**src/rtl/fetch_stage_pkg.sv**
```systemverilog
// Shared fetch-stage definitions: FSM state encoding, bubble/reset constants
// and the PC increment helper.
package fetch_stage_pkg;

  typedef enum logic [1:0] {
    ST_FETCH = 2'd0,
    ST_WAIT  = 2'd1,
    ST_HOLD  = 2'd2,
    ST_HALT  = 2'd3
  } fetch_state_t;

  localparam logic [15:0] FS_NOP_INSTR = 16'h0800;
  localparam logic [15:0] FS_RESET_PC  = 16'h0000;

  // Sequential instruction address; wraps naturally at 16 bits.
  function automatic logic [15:0] pc_incr(input logic [15:0] pc);
    return pc + 16'd2;
  endfunction

endpackage

```
**src/rtl/dff.sv**
```systemverilog
// Generic enabled D flip-flop with asynchronous active-low reset.
module dff #(
  parameter int unsigned     W       = 1,
  parameter logic [W-1:0]    RST_VAL = '0
) (
  input  logic         clk,
  input  logic         rst,
  input  logic         en,
  input  logic [W-1:0] d,
  output logic [W-1:0] q
);

  // Capture d when enabled; reset value forced asynchronously.
  always_ff @(posedge clk or negedge rst) begin
    if (!rst) q <= RST_VAL;
    else if (en) q <= d;
  end

endmodule

```
**src/rtl/fetch_stage_ifid_reg.sv**
```systemverilog
// IF/ID pipeline register: load a fetched instruction, flush to a bubble
// (PC_Next kept), or hold. Flush wins over load.
module ifid_reg
  import fetch_stage_pkg::*;
#(
  parameter logic [15:0] NOP_INSTR = FS_NOP_INSTR,
  parameter logic [15:0] RESET_PC  = FS_RESET_PC
) (
  input  logic        clk,
  input  logic        rst,
  input  logic        load,
  input  logic        flush,
  input  logic [15:0] d_instr,
  input  logic [15:0] d_pc_next,
  output logic [15:0] instr,
  output logic [15:0] pc_next,
  output logic        valid
);

  logic        w_en;
  logic        w_pc_en;
  logic [15:0] w_instr_d;
  logic [0:0]  w_valid_d;
  logic [0:0]  w_valid_q;

  assign w_en      = load | flush;
  assign w_pc_en   = load & ~flush;
  assign w_instr_d = flush ? NOP_INSTR : d_instr;
  assign w_valid_d = flush ? 1'b0 : 1'b1;
  assign valid     = w_valid_q[0];

  dff #(.W(16), .RST_VAL(NOP_INSTR)) u_instr (
    .clk (clk), .rst (rst), .en (w_en), .d (w_instr_d), .q (instr)
  );

  dff #(.W(16), .RST_VAL(RESET_PC)) u_pc_next (
    .clk (clk), .rst (rst), .en (w_pc_en), .d (d_pc_next), .q (pc_next)
  );

  dff #(.W(1), .RST_VAL(1'b0)) u_valid (
    .clk (clk), .rst (rst), .en (w_en), .d (w_valid_d), .q (w_valid_q)
  );

endmodule

```
**src/rtl/fetch_stage.sv**
```systemverilog
// Instruction fetch stage: single-outstanding request FSM feeding the IF/ID
// register, with stall hold buffer, redirect squash, halt drain and sticky
// fetch-fault handling.
module fetch_stage
  import fetch_stage_pkg::*;
#(
  parameter logic [15:0] RESET_PC  = FS_RESET_PC,
  parameter logic [15:0] NOP_INSTR = FS_NOP_INSTR
) (
  input  logic        clk,
  input  logic        rst,
  input  logic        stall,
  input  logic        redirect,
  input  logic [15:0] redirect_pc,
  input  logic        halt,
  output logic        imem_req,
  output logic [15:0] imem_addr,
  input  logic        imem_done,
  input  logic [15:0] imem_rdata,
  input  logic        imem_err,
  output logic [15:0] instr,
  output logic [15:0] PC_Next,
  output logic        fetch_valid,
  output logic        halted,
  output logic        err
);

  fetch_state_t r_state, w_state_nxt;
  logic [15:0]  r_pc, w_pc_nxt;
  logic [15:0]  r_hold_buf, w_hold_buf_nxt;
  logic         r_squash, w_squash_nxt;
  logic         r_halt_pend, w_halt_pend_nxt;
  logic         r_err, w_err_nxt;
  logic         w_req;
  logic         w_ifid_load;
  logic         w_ifid_flush;
  logic [15:0]  w_ifid_instr;
  logic [15:0]  w_pc_plus2;
  logic         w_halt_any;

  assign w_pc_plus2 = pc_incr(r_pc);
  assign w_halt_any = halt | r_halt_pend;

  // Next-state, PC, squash/halt bookkeeping and IF/ID control.
  always_comb begin
    w_state_nxt     = r_state;
    w_pc_nxt        = r_pc;
    w_hold_buf_nxt  = r_hold_buf;
    w_squash_nxt    = r_squash;
    w_halt_pend_nxt = r_halt_pend;
    w_err_nxt       = r_err;
    w_req           = 1'b0;
    w_ifid_load     = 1'b0;
    w_ifid_flush    = 1'b0;
    w_ifid_instr    = imem_rdata;

    unique case (r_state)
      ST_FETCH: begin
        // A halt with no redirect suppresses the request outright.
        w_req = redirect | ~halt;
        if (redirect) begin
          w_pc_nxt        = redirect_pc;
          w_squash_nxt    = 1'b1;
          w_halt_pend_nxt = 1'b0;
          w_ifid_flush    = 1'b1;
          w_state_nxt     = ST_WAIT;
        end else if (halt) begin
          w_state_nxt = ST_HALT;
        end else begin
          w_ifid_flush = ~stall;
          w_state_nxt  = ST_WAIT;
        end
      end

      ST_WAIT: begin
        if (redirect) begin
          w_pc_nxt        = redirect_pc;
          w_halt_pend_nxt = 1'b0;
          w_ifid_flush    = 1'b1;
          // A response landing with the redirect is dropped here; otherwise
          // the one still in flight is marked for discard.
          if (imem_done) begin
            w_squash_nxt = 1'b0;
            w_state_nxt  = ST_FETCH;
          end else begin
            w_squash_nxt = 1'b1;
          end
        end else if (imem_done) begin
          w_squash_nxt    = 1'b0;
          w_halt_pend_nxt = 1'b0;
          if (r_squash) begin
            w_ifid_flush = ~stall & ~w_halt_any;
            w_state_nxt  = w_halt_any ? ST_HALT : ST_FETCH;
          end else if (w_halt_any) begin
            w_state_nxt = ST_HALT;
          end else if (imem_err) begin
            w_err_nxt    = 1'b1;
            w_ifid_flush = 1'b1;
            w_state_nxt  = ST_HALT;
          end else if (stall) begin
            w_hold_buf_nxt = imem_rdata;
            w_state_nxt    = ST_HOLD;
          end else begin
            w_ifid_load = 1'b1;
            w_pc_nxt    = w_pc_plus2;
            w_state_nxt = ST_FETCH;
          end
        end else begin
          w_halt_pend_nxt = w_halt_any;
          w_ifid_flush    = ~stall & ~w_halt_any;
        end
      end

      ST_HOLD: begin
        if (redirect) begin
          w_pc_nxt     = redirect_pc;
          w_ifid_flush = 1'b1;
          w_state_nxt  = ST_FETCH;
        end else if (halt) begin
          w_state_nxt = ST_HALT;
        end else if (!stall) begin
          w_ifid_load  = 1'b1;
          w_ifid_instr = r_hold_buf;
          w_pc_nxt     = w_pc_plus2;
          w_state_nxt  = ST_FETCH;
        end
      end

      ST_HALT: begin
        w_state_nxt = ST_HALT;
      end

      default: begin
        w_state_nxt = ST_FETCH;
      end
    endcase
  end

  // State and control registers.
  always_ff @(posedge clk or negedge rst) begin
    if (!rst) begin
      r_state     <= ST_FETCH;
      r_pc        <= RESET_PC;
      r_hold_buf  <= '0;
      r_squash    <= 1'b0;
      r_halt_pend <= 1'b0;
      r_err       <= 1'b0;
    end else begin
      r_state     <= w_state_nxt;
      r_pc        <= w_pc_nxt;
      r_hold_buf  <= w_hold_buf_nxt;
      r_squash    <= w_squash_nxt;
      r_halt_pend <= w_halt_pend_nxt;
      r_err       <= w_err_nxt;
    end
  end

  // Request is gated by reset so nothing is strobed while rst is low.
  assign imem_req  = w_req & rst;
  assign imem_addr = r_pc;
  assign halted    = (r_state == ST_HALT);
  assign err       = r_err;

  ifid_reg #(
    .NOP_INSTR (NOP_INSTR),
    .RESET_PC  (RESET_PC)
  ) u_ifid (
    .clk       (clk),
    .rst       (rst),
    .load      (w_ifid_load),
    .flush     (w_ifid_flush),
    .d_instr   (w_ifid_instr),
    .d_pc_next (w_pc_plus2),
    .instr     (instr),
    .pc_next   (PC_Next),
    .valid     (fetch_valid)
  );

endmodule

```
**config.mk**
```make
export PLATFORM = sky130hd
export DESIGN_NAME = fetch_stage
export DESIGN_NICKNAME = d
export VERILOG_FILES = /design/src/rtl/fetch_stage_pkg.sv /design/src/rtl/dff.sv /design/src/rtl/fetch_stage_ifid_reg.sv /design/src/rtl/fetch_stage.sv
export SDC_FILE = /design/constraint.sdc
export NUM_CORES = 1
export LEC_CHECK = 0
export ABC_CLOCK_PERIOD_IN_PS = 6700
export BUFFER_PORTS_ARGS = -buffer_cell sky130_fd_sc_hd__buf_2
export CORE_UTILIZATION = 56
export DETAILED_ROUTE_END_ITERATION = 8
export PLACE_DENSITY = 0.83
export SLEW_MARGIN = 5
export SYNTH_ARGS = -nofsm -noshare
export SYNTH_HDL_FRONTEND = slang
export SYNTH_HIERARCHICAL = 1
export SYNTH_SLANG_ARGS = --single-unit
```
**constraint.sdc**
```tcl
create_clock -name clk -period 6.7 [get_ports clk]
set_input_delay 1.005 -clock clk [delete_from_list [all_inputs] [get_ports clk]]
set_output_delay 1.005 -clock clk [all_outputs]
set_load 0.01 [all_outputs]
```
Word level (Yosys, flattened, before mapping) --
Cells that the tools add are included.
Storage, ports and cells: register bits 70, input port bits 39, output and inout bits 52, logic and storage cells 101
Cells by class: $add $sub $neg 1, equal/unequal tests 11, muxes and demuxes 58, bitwise gates (word level) 13, reductions and logical operators 9
Operators by type and width (number):
- $mux W16 | 14
- $pmux W16 S3 | 1
- $mux W2 | 13
- $mux W1 | 25
- $add A16 B2 Y16 const B | 1
- $ne A3 B3 Y1 const B | 5
- $reduce_and A6 Y1 | 2
- $pmux W2 S4 | 1
- $not A1 Y1 | 7
- $reduce_and A7 Y1 | 1
- $pmux W1 S2 | 3
- $eq A2 B2 Y1 const B | 2
- $ne A2 B2 Y1 const B | 2
- $ne A4 B4 Y1 const B | 1
- $reduce_and A2 Y1 | 2
- $and A1 B1 Y1 | 3
- $or A1 B1 Y1 | 3
- $pmux W1 S3 | 1
- $reduce_and A3 Y1 | 1
- $reduce_bool A3 Y1 | 1
- $eq A2 B1 Y1 const B | 1
- $logic_not A2 Y1 | 1
- $reduce_bool A2 Y1 | 1

Logic depth before layout (Yosys ltp) --
depth after elaboration 9, mapped depth 12, depth with buffers taken out 8

Hierarchy --
The synthesis kept the hierarchy.
Modules (own cells, without submodules):
- fetch_stage | times used 1, cells each 258, area each 2472.4 um^2, sequential area each 925.9 um^2
- dff at u_ifid.u_instr | times used 1, cells each 34, area each 650.6 um^2, sequential area each 401.6 um^2
- dff at u_ifid.u_pc_next | times used 1, cells each 34, area each 649.4 um^2, sequential area each 400.4 um^2
- ifid_reg | times used 1, cells each 20, area each 138.9 um^2, sequential area each 0.0 um^2
- dff at u_ifid.u_valid | times used 1, cells each 2, area each 40.0 um^2, sequential area each 25.0 um^2

Least setup slack after synthesis --
Ideal clock, no wire load.
kind input -> register, start point input port stall, end point register u_ifid.u_instr.q[10], library setup time 0.125 ns, arrival 2.890 ns, slack 3.685 ns, cell stages on the path 10, path buffers 5, cell sequence buf_2 clkbuf_1 a211oi_1 o21ai_0 a21oi_1 buf_6 or2_1 buf_6 buf_12 mux2_4
On the way: elaborated cells between the ends (all ways) 23, those cells by class mux (20); bitwise (3)
RTL lines:
- from (decl) | line fetch_stage.sv:12 | input logic stall,
- $not A1 Y1 * | line fetch_stage.sv:70, fetch_stage.sv:92, fetch_stage.sv:110
- $and A1 B1 Y1 | line fetch_stage.sv:92, fetch_stage.sv:110
- $mux W1 | line fetch_stage.sv:91 | if (r_squash) begin
- $mux W1 | line fetch_stage.sv:88 | end else if (imem_done) begin
- $mux W1 | line fetch_stage.sv:76 | if (redirect) begin
- $pmux W1 S3 * | line fetch_stage.sv:57 | unique case (r_state)
- net w_ifid_flush | line fetch_stage.sv:36 | logic w_ifid_flush;
- $or A1 B1 Y1 * | line fetch_stage_ifid_reg.sv:26 | assign w_en = load | flush;
- net u_ifid.w_en | line fetch_stage_ifid_reg.sv:20 | logic w_en;
- to (signal assigned) | line dff.sv:15 | if (!rst) q <= RST_VAL;
- to (signal assigned) | line dff.sv:16 | else if (en) q <= d;
- to (decl) | line dff.sv:10 | output logic [W-1:0] q
Mark *: on every way through the listed nets, which the timed path passes. The rest lies on a longest branch. A chain may end at the register's enable or synchronous reset.

Worst setup path after layout --
start point input port stall, end point register u_ifid.u_instr.q[2]
The elaborated chain is that of the path after synthesis.

==> run metrics <==
Cell Area, Synth 0.003951 mm^2; DRT Wirelength 8725 um; CTS Sinks 70; ANT cells 0; top post-synthesis cells by area dfrtp_1 (44%), mux2_2 (13%), mux2_4 (8.0%), a31oi_1 (2.1%), a21oi_1 (2.0%); Net Sw Frac 41.18%; Worst-path clk slew 70 ps; synthesis-to-layout area growth 15.67%; Cell Rows 30; final hold violation count 0; synth warn 6; flop-to-flop setup slack 3090 ps; Die Height 86 um; Power Dens Cells 470.4 mW/mm^2; Cell variety after synth 51; hold path endpoint err$_DFFE_PN0P_; Root Driver clkbuf_8; number of synthesized register bits 70; kind of end point of the critical path flop; Hold Crit Depth 1; skew final 9.876 ps; RSZ-0062 raised after global routing no; P_leak 2.162 nW; cts repair resizes 0; Synth async-reset ratio 100.0%; Peak supply drop 0.2189 mV; Post-Synth Adder-Cell Area 1.583%; setup TNS 0 ps; DP Wirelength 6120 um; dpl cells 517; Die Wd 86 um; critical setup path kind input pin to flop; Clk pwr share 13.7%; run status finished clean; worst endpoint data arrival time 3950 ps; Longest Clk Path Bufs 2; actual slew at the worst max-slew pin 1193 ps; vias in the first global route 3009; Power Total 2.150 mW; Non-Filler Instances 533; CP Launch Type input pin; sequential power share 36.3%; # setup viols final 0; fmax 267.7 MHz; GR Util met3 4.139%; Sw Pwr 885.4 uW; Final nets 476; GR Util met2 41.34%; Core Footprint 0.006794 mm^2; commonest cells in the netlist dfrtp_1 (69), mux2_2 (45), mux2_4 (21), a21oi_1 (16); Compound-Gate Fraction of Synth Area 12.22%; Simple-Gate Fraction of Synth Area 13.17%; Final ANT Viol Nets 0; # DRC 0; worst hold margin 484.8 ps; Clk Latency, worst-skew pair 340 ps; DR vias 3003; routed vias/inst 5.634; top-area cell type share of the netlist area 43.70%; crit path time final 3735 ps; Int Pwr 1.265 mW; XOR/XNOR Fraction of Synth Area 2.660%; routed length per placed instance 16.37 um; crit-path max FO 22; Critical Path RT 6920 ps; Relative slew margins 20.47%; Main synth FF type dfrtp_1; Hold Path Class flop to flop; post-CTS setup buffers 0; max_cap viols 0; pin count of the biggest net entering global routing 72; sequential share of the synthesized area 44.36%; Core Util, Final 67.27%; Gate power share 50.0%; mux contribution to synthesized area 20.80%; # hold bufs at CTS 0; total I/O pin count 91; share of layout cells above drive strength 1 42.79%; CTS tree built; gpl congestion 0.8627; DR pass1 iterations 4; Die Area 0.007396 mm^2; Buffers on Ports 90; grt total ovfl 0; Post-synth EDFFs 0; r2r startpoint r_state[1]$_DFFE_PN0P_; Gate Count Post-Synth 348; Starting Density 58.16%; cells on worst reg2reg path 8; initial antenna violation count 0; hold path start err$_DFFE_PN0P_; 1st-iter DRT viols 255; TritonCTS buffer count 9; cell accounting for the most synthesized area dfrtp_1; GRT Resource Usage Total 25.52%; largest family of logic cells by synthesized area multiplexers; Pins Over Slew Limit 0; top-count cell post-synth dfrtp_1; H-tree depth 3; syn_nets 392; fin crit share 55.75%; Mean Syn Cell Area 11.35 um^2; Global Route met1 Usage 33.73%; GR peak layer met2; first-pass GRT wire length 14590 um; RR Endpoint u_ifid/u_instr/q[2]$_DFFE_PN0P_
[area by class of cell]
class                           instances  area, um^2
Fill cell                             533        2223
Sequential cell                        70        1753
Clock buffer                           10       127.6
Tap cell                               96       120.1
Inverter                               15       56.30
Multi-Input combinational cell        242        1993
Timing Repair Buffer                   94       480.5
Clock inverter                          6       40.04
[critical path, cell delays in order]
cell and delay (ps):
buf_2 220, or2_2 330, a21oi_1 130, o21ai_0 110, a21oi_1 920, or2_1 820, mux2_2 410
[power groups by stage]
stage / clock (mW) / sequential, mW / combinational (mW)
floorplan: 0 / 0.804 / 0.757
global placement: 0 / 0.776 / 1.04
detailed placement: 0 / 0.785 / 1.07
CTS: 0.301 / 0.780 / 1.08
global route: 0.319 / 0.806 / 1.18
finish: 0.294 / 0.780 / 1.08
[kinds of logic after synthesis]
logic type                 Yosys count
AOI/OAI and AO/OA                   71
xor gates and xnor gates            12
adders and majority gates            5
buffers and inverters               36
DFF                                 70
muxes                               66
and+or+nand+nor                     88
[metrics by stage]
step | worst slack (ps) | instance area, um^2
global route | 2714 | 4571
finish | 2965 | 4571
detailed placement | 2572 | 4403
global placement | 2736 | 4403
floorplan | 3685 | 3951
CTS | 2944 | 4571
[cells in the final DEF, fill, tap and decap left out, types with 5 or more instances in the layout]
master     instances
a21oi_1           16
xnor2_1            7
inv_1             15
xor2_1             5
nor2b_1           11
a2bb2oi_1          5
and2b_1            9
mux2_4            21
a31oi_1           13
o21ai_0            8
clkbuf_8           9
dfrtp_1           69
nand2b_1           6
o22ai_1            5
ha_1               5
buf_2             90
nor2_1            15
mux2_2            45
nand2_1           12
nand3_1           10
[sequential cells by signal (all words and copies together), names as in the netlist, 2 cells and up]
register and cells:
imem_addr 16, r_hold_buf 16, u_ifid/u_instr/q 16, u_ifid/u_pc_next/q 16, r_state 2
[how the worst max path moves through the flow]
stage / from / end / slack, ps / cells after the start
CTS: stall / u_ifid/u_instr/q[2]$_DFFE_PN0P_ / 2940 / 7
global placement: stall / u_ifid/u_instr/q[13]$_DFFE_PN0P_ / 2740 / 7
global route: stall / u_ifid/u_instr/q[2]$_DFFE_PN0P_ / 2710 / 7
finish: stall / u_ifid/u_instr/q[2]$_DFFE_PN0P_ / 2960 / 7
floorplan: stall / u_ifid/u_instr/q[10]$_DFFE_PN0P_ / 3680 / 10
detailed placement: stall / u_ifid/u_instr/q[13]$_DFFE_PN0P_ / 2570 / 7
[layer usage]
metal,share of wire (%),up-vias
met1,44,1447
li1,-,1426
met4,2.1,0
met2,49,111
met3,5.2,19
met5,0,-
(Power assumes the default switching activity.)
